$ cat src/rtl/bus_demux14_pkg.sv
// Shared encodings for the bus_demux14 load/store router: FSM states, target IDs
// and the timeout counter width.
package bus_demux14_pkg;

  typedef enum logic [1:0] {
    StIdle = 2'd0,
    StBusy = 2'd1,
    StResp = 2'd2
  } state_t;

  localparam logic [1:0] TGT_DMEM  = 2'b00;
  localparam logic [1:0] TGT_GPIO  = 2'b01;
  localparam logic [1:0] TGT_TIMER = 2'b10;
  localparam logic [1:0] TGT_UART  = 2'b11;

  localparam int unsigned CNT_W = 8;

endpackage

$ cat src/rtl/mux41_n.sv
// Four-way DLEN-bit selector used to pick the responding target's read data.
module mux41_n #(
  parameter int unsigned DLEN = 32
) (
  input  logic [1:0]      sel,
  input  logic [DLEN-1:0] d0,
  input  logic [DLEN-1:0] d1,
  input  logic [DLEN-1:0] d2,
  input  logic [DLEN-1:0] d3,
  output logic [DLEN-1:0] y
);

  always_comb begin
    y = d0;
    unique case (sel)
      2'b00:   y = d0;
      2'b01:   y = d1;
      2'b10:   y = d2;
      2'b11:   y = d3;
      default: y = d0;
    endcase
  end

endmodule

$ cat src/rtl/bus_demux14.sv
// Routes one CPU load/store request to one of four targets selected by the top two
// address bits, waits for that target's ack (or a timeout) and returns a one-cycle response.
module bus_demux14
  import bus_demux14_pkg::*;
#(
  parameter int unsigned DLEN = 32,
  parameter int unsigned ALEN = 32,
  parameter int unsigned TMO  = 15
) (
  input  logic                clk,
  input  logic                rst_n,
  input  logic                req_valid,
  output logic                req_ready,
  input  logic [ALEN-1:0]     req_addr,
  input  logic                req_we,
  input  logic [DLEN-1:0]     req_wdata,
  input  logic [DLEN/8-1:0]   req_strb,
  output logic                rsp_valid,
  output logic [DLEN-1:0]     rsp_rdata,
  output logic                rsp_err,
  output logic [3:0]          tgt_valid,
  output logic [ALEN-1:0]     tgt_addr,
  output logic                tgt_we,
  output logic [DLEN-1:0]     tgt_wdata,
  output logic [DLEN/8-1:0]   tgt_strb,
  input  logic [3:0]          tgt_ack,
  input  logic [DLEN-1:0]     tgt_rdata00,
  input  logic [DLEN-1:0]     tgt_rdata01,
  input  logic [DLEN-1:0]     tgt_rdata10,
  input  logic [DLEN-1:0]     tgt_rdata11
);

  localparam logic [CNT_W-1:0] CntLast = CNT_W'(TMO - 1);

  state_t            state_q, state_d;
  logic [1:0]        sel_q;
  logic [CNT_W-1:0]  cnt_q, cnt_d;
  logic [DLEN-1:0]   rdata_q, rdata_d;
  logic              err_q, err_d;
  logic              latch;
  logic [DLEN-1:0]   sel_rdata;

  mux41_n #(
    .DLEN (DLEN)
  ) u_rdata_mux (
    .sel (sel_q),
    .d0  (tgt_rdata00),
    .d1  (tgt_rdata01),
    .d2  (tgt_rdata10),
    .d3  (tgt_rdata11),
    .y   (sel_rdata)
  );

  always_comb begin
    state_d = state_q;
    cnt_d   = cnt_q;
    rdata_d = rdata_q;
    err_d   = err_q;
    latch   = 1'b0;
    unique case (state_q)
      StIdle: begin
        if (req_valid) begin
          if (|req_strb) begin
            latch   = 1'b1;
            cnt_d   = '0;
            state_d = StBusy;
          end else begin
            // Empty byte mask: answer with an error without touching any target.
            rdata_d = '0;
            err_d   = 1'b1;
            state_d = StResp;
          end
        end
      end
      StBusy: begin
        // Ack is checked first so it beats a timeout reached in the same cycle.
        if (tgt_ack[sel_q]) begin
          rdata_d = tgt_we ? '0 : sel_rdata;
          err_d   = 1'b0;
          state_d = StResp;
        end else if (cnt_q == CntLast) begin
          rdata_d = '0;
          err_d   = 1'b1;
          state_d = StResp;
        end else if (cnt_q != '1) begin
          cnt_d = cnt_q + 1'b1;
        end
      end
      StResp:  state_d = StIdle;
      default: state_d = StIdle;
    endcase
  end

  always_ff @(posedge clk) begin
    if (!rst_n) begin
      state_q   <= StIdle;
      sel_q     <= '0;
      cnt_q     <= '0;
      rdata_q   <= '0;
      err_q     <= 1'b0;
      tgt_addr  <= '0;
      tgt_we    <= 1'b0;
      tgt_wdata <= '0;
      tgt_strb  <= '0;
    end else begin
      state_q <= state_d;
      cnt_q   <= cnt_d;
      rdata_q <= rdata_d;
      err_q   <= err_d;
      if (latch) begin
        sel_q     <= req_addr[ALEN-1:ALEN-2];
        tgt_addr  <= req_addr;
        tgt_we    <= req_we;
        tgt_wdata <= req_wdata;
        tgt_strb  <= req_strb;
      end
    end
  end

  assign req_ready = (state_q == StIdle);
  assign rsp_valid = (state_q == StResp);
  assign rsp_rdata = rdata_q;
  assign rsp_err   = err_q;
  assign tgt_valid = (state_q == StBusy) ? (4'b0001 << sel_q) : 4'b0000;

endmodule

$ cat config.mk
export PLATFORM = sky130hd
export DESIGN_NAME = bus_demux14
export DESIGN_NICKNAME = d
export VERILOG_FILES = /design/src/rtl/bus_demux14_pkg.sv /design/src/rtl/mux41_n.sv /design/src/rtl/bus_demux14.sv
export SDC_FILE = /design/constraint.sdc
export NUM_CORES = 1
export LEC_CHECK = 0
export BUFFER_PORTS_ARGS = -buffer_cell sky130_fd_sc_hd__buf_2
export CAP_MARGIN = 20
export CORE_UTILIZATION = 25
export CTS_BUF_LIST = sky130_fd_sc_hd__clkbuf_2
export DETAILED_ROUTE_END_ITERATION = 12
export GPL_ROUTABILITY_DRIVEN = 0
export SETUP_SLACK_MARGIN = 0.2
export SLEW_MARGIN = 20
export SYNTH_ARGS = -nofsm -noshare
export SYNTH_HDL_FRONTEND = slang
export SYNTH_SLANG_ARGS = --single-unit
$ cat constraint.sdc
create_clock -name clk -period 2.9 [get_ports clk]
set_input_delay 0 -clock clk [delete_from_list [all_inputs] [get_ports clk]]
set_output_delay 0 -clock clk [all_outputs]
set_load 0.1 [all_outputs]
==> impl_metrics.tcl <==
set metrics [dict create \
    status "finished clean" \
    synth_cells 572 \
    grt_max_degree 68 \
    yosysTopAreaCell "dfxtp_1" \
    grt_pass1_wl_um 31200 \
    critPathCapture "tgt_strb[2]" \
    r2r_slack_ns 0.43 \
    reg2reg_depth 6 \
    synth-compound-area-share 0.143 \
    synth-edff-count 0 \
    p_leak_nw 4.12 \
    worst_setup_path_start_kind "flop" \
    startpoint "state_q[1]" \
    min_path_cells 6 \
    finalNetCount 1262 \
    crit_path_end_kind "flop" \
    crit_required_ns 3.45 \
    rsz0062_at_grt "no" \
    synth_top_area_share 0.449 \
    synth_cell_type_count 40 \
    critPathMaxFanout 51 \
    postRouteAntennaNets 0 \
    overflow 0 \
    seqCellArea_sq_um 2240 \
    report.final.hold_viol_count 0 \
    r2r_start "state_q[1]" \
    hp-class "in -> reg" \
    critical_path.max_stage_delay_ns 0.58 \
    dp_hpwl_um 13400 \
    critPathKind "reg -> reg" \
    syn_to_final_growth_pct 79.4 \
    numClockSinks 112 \
    vias 6208 \
    synth_fa_ha_area_frac 0.00501 \
    r2r_end "tgt_strb[2]" \
    cpMaxStageDelayCell "dlygate4sd3_1" \
    synthTopCellsByArea "dfxtp_1 45%, mux4_2 15%, nand2_1 13%, a21oi_1 7.3%, o22ai_1 4.3%" \
    drtIter0Drc 178 \
    hold_ws_ns 0.0794 \
    power.density_nw_per_um2 473 \
    cts.path.max_buffers 2 \
    clk_pin_slew_ns 0.38 \
    wirelength_um 21100 \
    setup_viol 0 \
    synth_top_flop_cell "dfxtp_1" \
    nFillCells 1893 \
    synth-simple-area-share 0.184 \
    dieArea_sq_um 20600 \
    dp.cells 1113 \
    numCtsBuffers 9 \
    async_reset_ff_frac 0 \
    core_area_sq_um 19500 \
    synth_area_sq_um 5000 \
    ys_ff_latch 112 \
    synthMuxAreaShare 0.153 \
    start_util 0.256 \
    grt_pass1_vias 6080 \
    dpl_cell_area_sq_um 6840 \
    drv_cap 0 \
    die_y_um 143 \
    finalNonFillerCells 1332 \
    die_w_um 143 \
    final_area_sq_um 8970 \
    clock_skew_ns 0.0620 \
    yosysMostFrequentCell "nand2_1" \
    max_freq_ghz 0.405 \
    synthTopCellsByCount "169 x nand2_1, 112 x dfxtp_1, 73 x a21oi_1" \
    avgSynthCellArea_sq_um 8.74 \
    period_minus_slack_ns 2.47 \
    arrival_ns 3.02 \
    pin_count 312 \
    insertion_delay_ns 0.67 \
    syn-num-nets 778 \
    firstDrtPassIters 5 \
    port_buffers 311 \
    multi_input_area_sq_um 2450 \
    fin_crit_sh 0.852 \
    final_max_slew_viol_count 0 \
    rows 51 \
    root_buffer "clkbuf_2" \
    track_usage 0.197 \
    cts_htree_levels 3 \
    drc 0 \
    ys_seq_area_frac 0.449 \
    antenna_found_initial 6 \
    cts_tree "done" \
    wire_per_inst_um 15.9 \
    synth_xor_area_frac 0 \
    hp-start "req_valid" \
    yosys_warnings 0 \
    worst_pin_slew_ns 0.751 \
    synth_top_family_by_area "simple AND/OR/NAND/NOR gates" \
    cts_resized 0 \
    ir_worst_vdd_mv 0.320 \
    path_cells "nor3b_2, nand2b_2, buf_12, a22oi_1, dlygate4sd3_1, nor2_1" \
    drive_above_1_share 0.361 \
    slew_headroom 0.499 \
    vias_per_cell 4.66 \
]
## critical path, delay by kind of cell (launching register included)
kind	cells	cell delay (ns)
buffers and inverters	2	0.91
AND/OR/NAND/NOR	3	0.89
flip-flops	1	0.44
AO/OA/AOI/OAI	1	0.16
## repair_timing
action	in CTS	in global routing
buffers inserted	0	0
hold buffers	197	0
hold endpoints to repair	111	0
## power breakdown
group,switching (mW),internal [mW]
Sequential,0.0546,1.64
Clock,0.626,0.232
Combinational,1.11,0.570
## per-stage QoR
| step | TNS [ns] | power [mW] | worst slack (ns) | util |
|---|---|---|---|---|
| 2_1_floorplan | -0.0871 | 2.78 | -0.0871 | - |
| 6_report | 0 | 4.24 | 0.428 | 0.459 |
| 3_3_place_gp | 0 | 3.12 | 1.02 | 0.350 |
| 4_1_cts | 0 | 4.26 | 0.376 | 0.458 |
| 3_5_place_dp | 0 | 3.13 | 0.964 | 0.350 |
| 5_1_grt | 0 | 4.43 | 0.231 | 0.459 |
## layout by cell type (no fill, tap or decap), types with 2 or more instances in the layout
master,synthesis,final
a21oi_1,73,72
a22o_1,2,2
a22oi_1,4,4
a31oi_1,2,2
and3_1,3,3
buf_12,0,2
buf_2,12,311
buf_4,0,10
clkbuf_2,0,9
dfxtp_1,112,110
dfxtp_2,0,2
diode_2,0,6
dlygate4sd3_1,0,197
ha_1,2,2
inv_1,36,35
inv_8,0,3
mux2i_1,2,2
mux4_2,33,33
nand2_1,169,169
nand3_1,9,9
nand4_1,4,4
nand4b_1,2,2
nor2_1,8,7
nor3b_2,1,2
nor4_1,4,4
o2111ai_1,2,2
o22ai_1,34,34
or3_1,3,3
or4_1,2,2
## kinds of logic after synthesis
kind of cell | after synthesis
flip-flops | 112
multiplexers | 35
adder cells (fa/ha/maj) | 2
AO/OA/AOI/OAI | 124
AND/OR/NAND/NOR | 216
buffers and inverters | 83
## flip-flops by register name, indices dropped and copies added (netlist names)
signal	cells
rsp_rdata	32
tgt_we	1
rsp_err	1
tgt_strb	4
sel_q	1
cnt_q	8
tgt_addr	31
state_q	2
tgt_wdata	32
## layout make-up
type / count / share of cell area
Timing Repair Buffer: 520 / 0.406
Multi-Input combinational cell: 377 / 0.274
Sequential cell: 112 / 0.250
Tap cell: 265 / 0.0370
Inverter: 36 / 0.0151
Clock inverter: 7 / 0.0107
Clock buffer: 9 / 0.00502
Antenna cell: 6 / 0.00167
## routing by layer
| metal | wire length, um | track usage | share of wire | up-vias |
|---|---|---|---|---|
| li1 | - | - | - | 2949 |
| met4 | 553 | 0.0974 | 0.026 | 0 |
| met1 | 8220 | 0.218 | 0.39 | 2929 |
| met3 | 1920 | 0.0646 | 0.091 | 35 |
| met2 | 10400 | 0.340 | 0.49 | 295 |
| met5 | 0 | 0 | 0 | - |
## worst min-delay path by stage
stage | end | slack, ns
floorplan | tgt_strb[1] | 0.14
global placement | tgt_wdata[26] | 0.24
detailed placement | tgt_wdata[16] | 0.24
CTS | tgt_wdata[25] | 0.00003
global route | tgt_addr[24] | 0.005
finish | tgt_addr[10] | 0.08
Note: power is estimated with default switching activity, not from simulation.
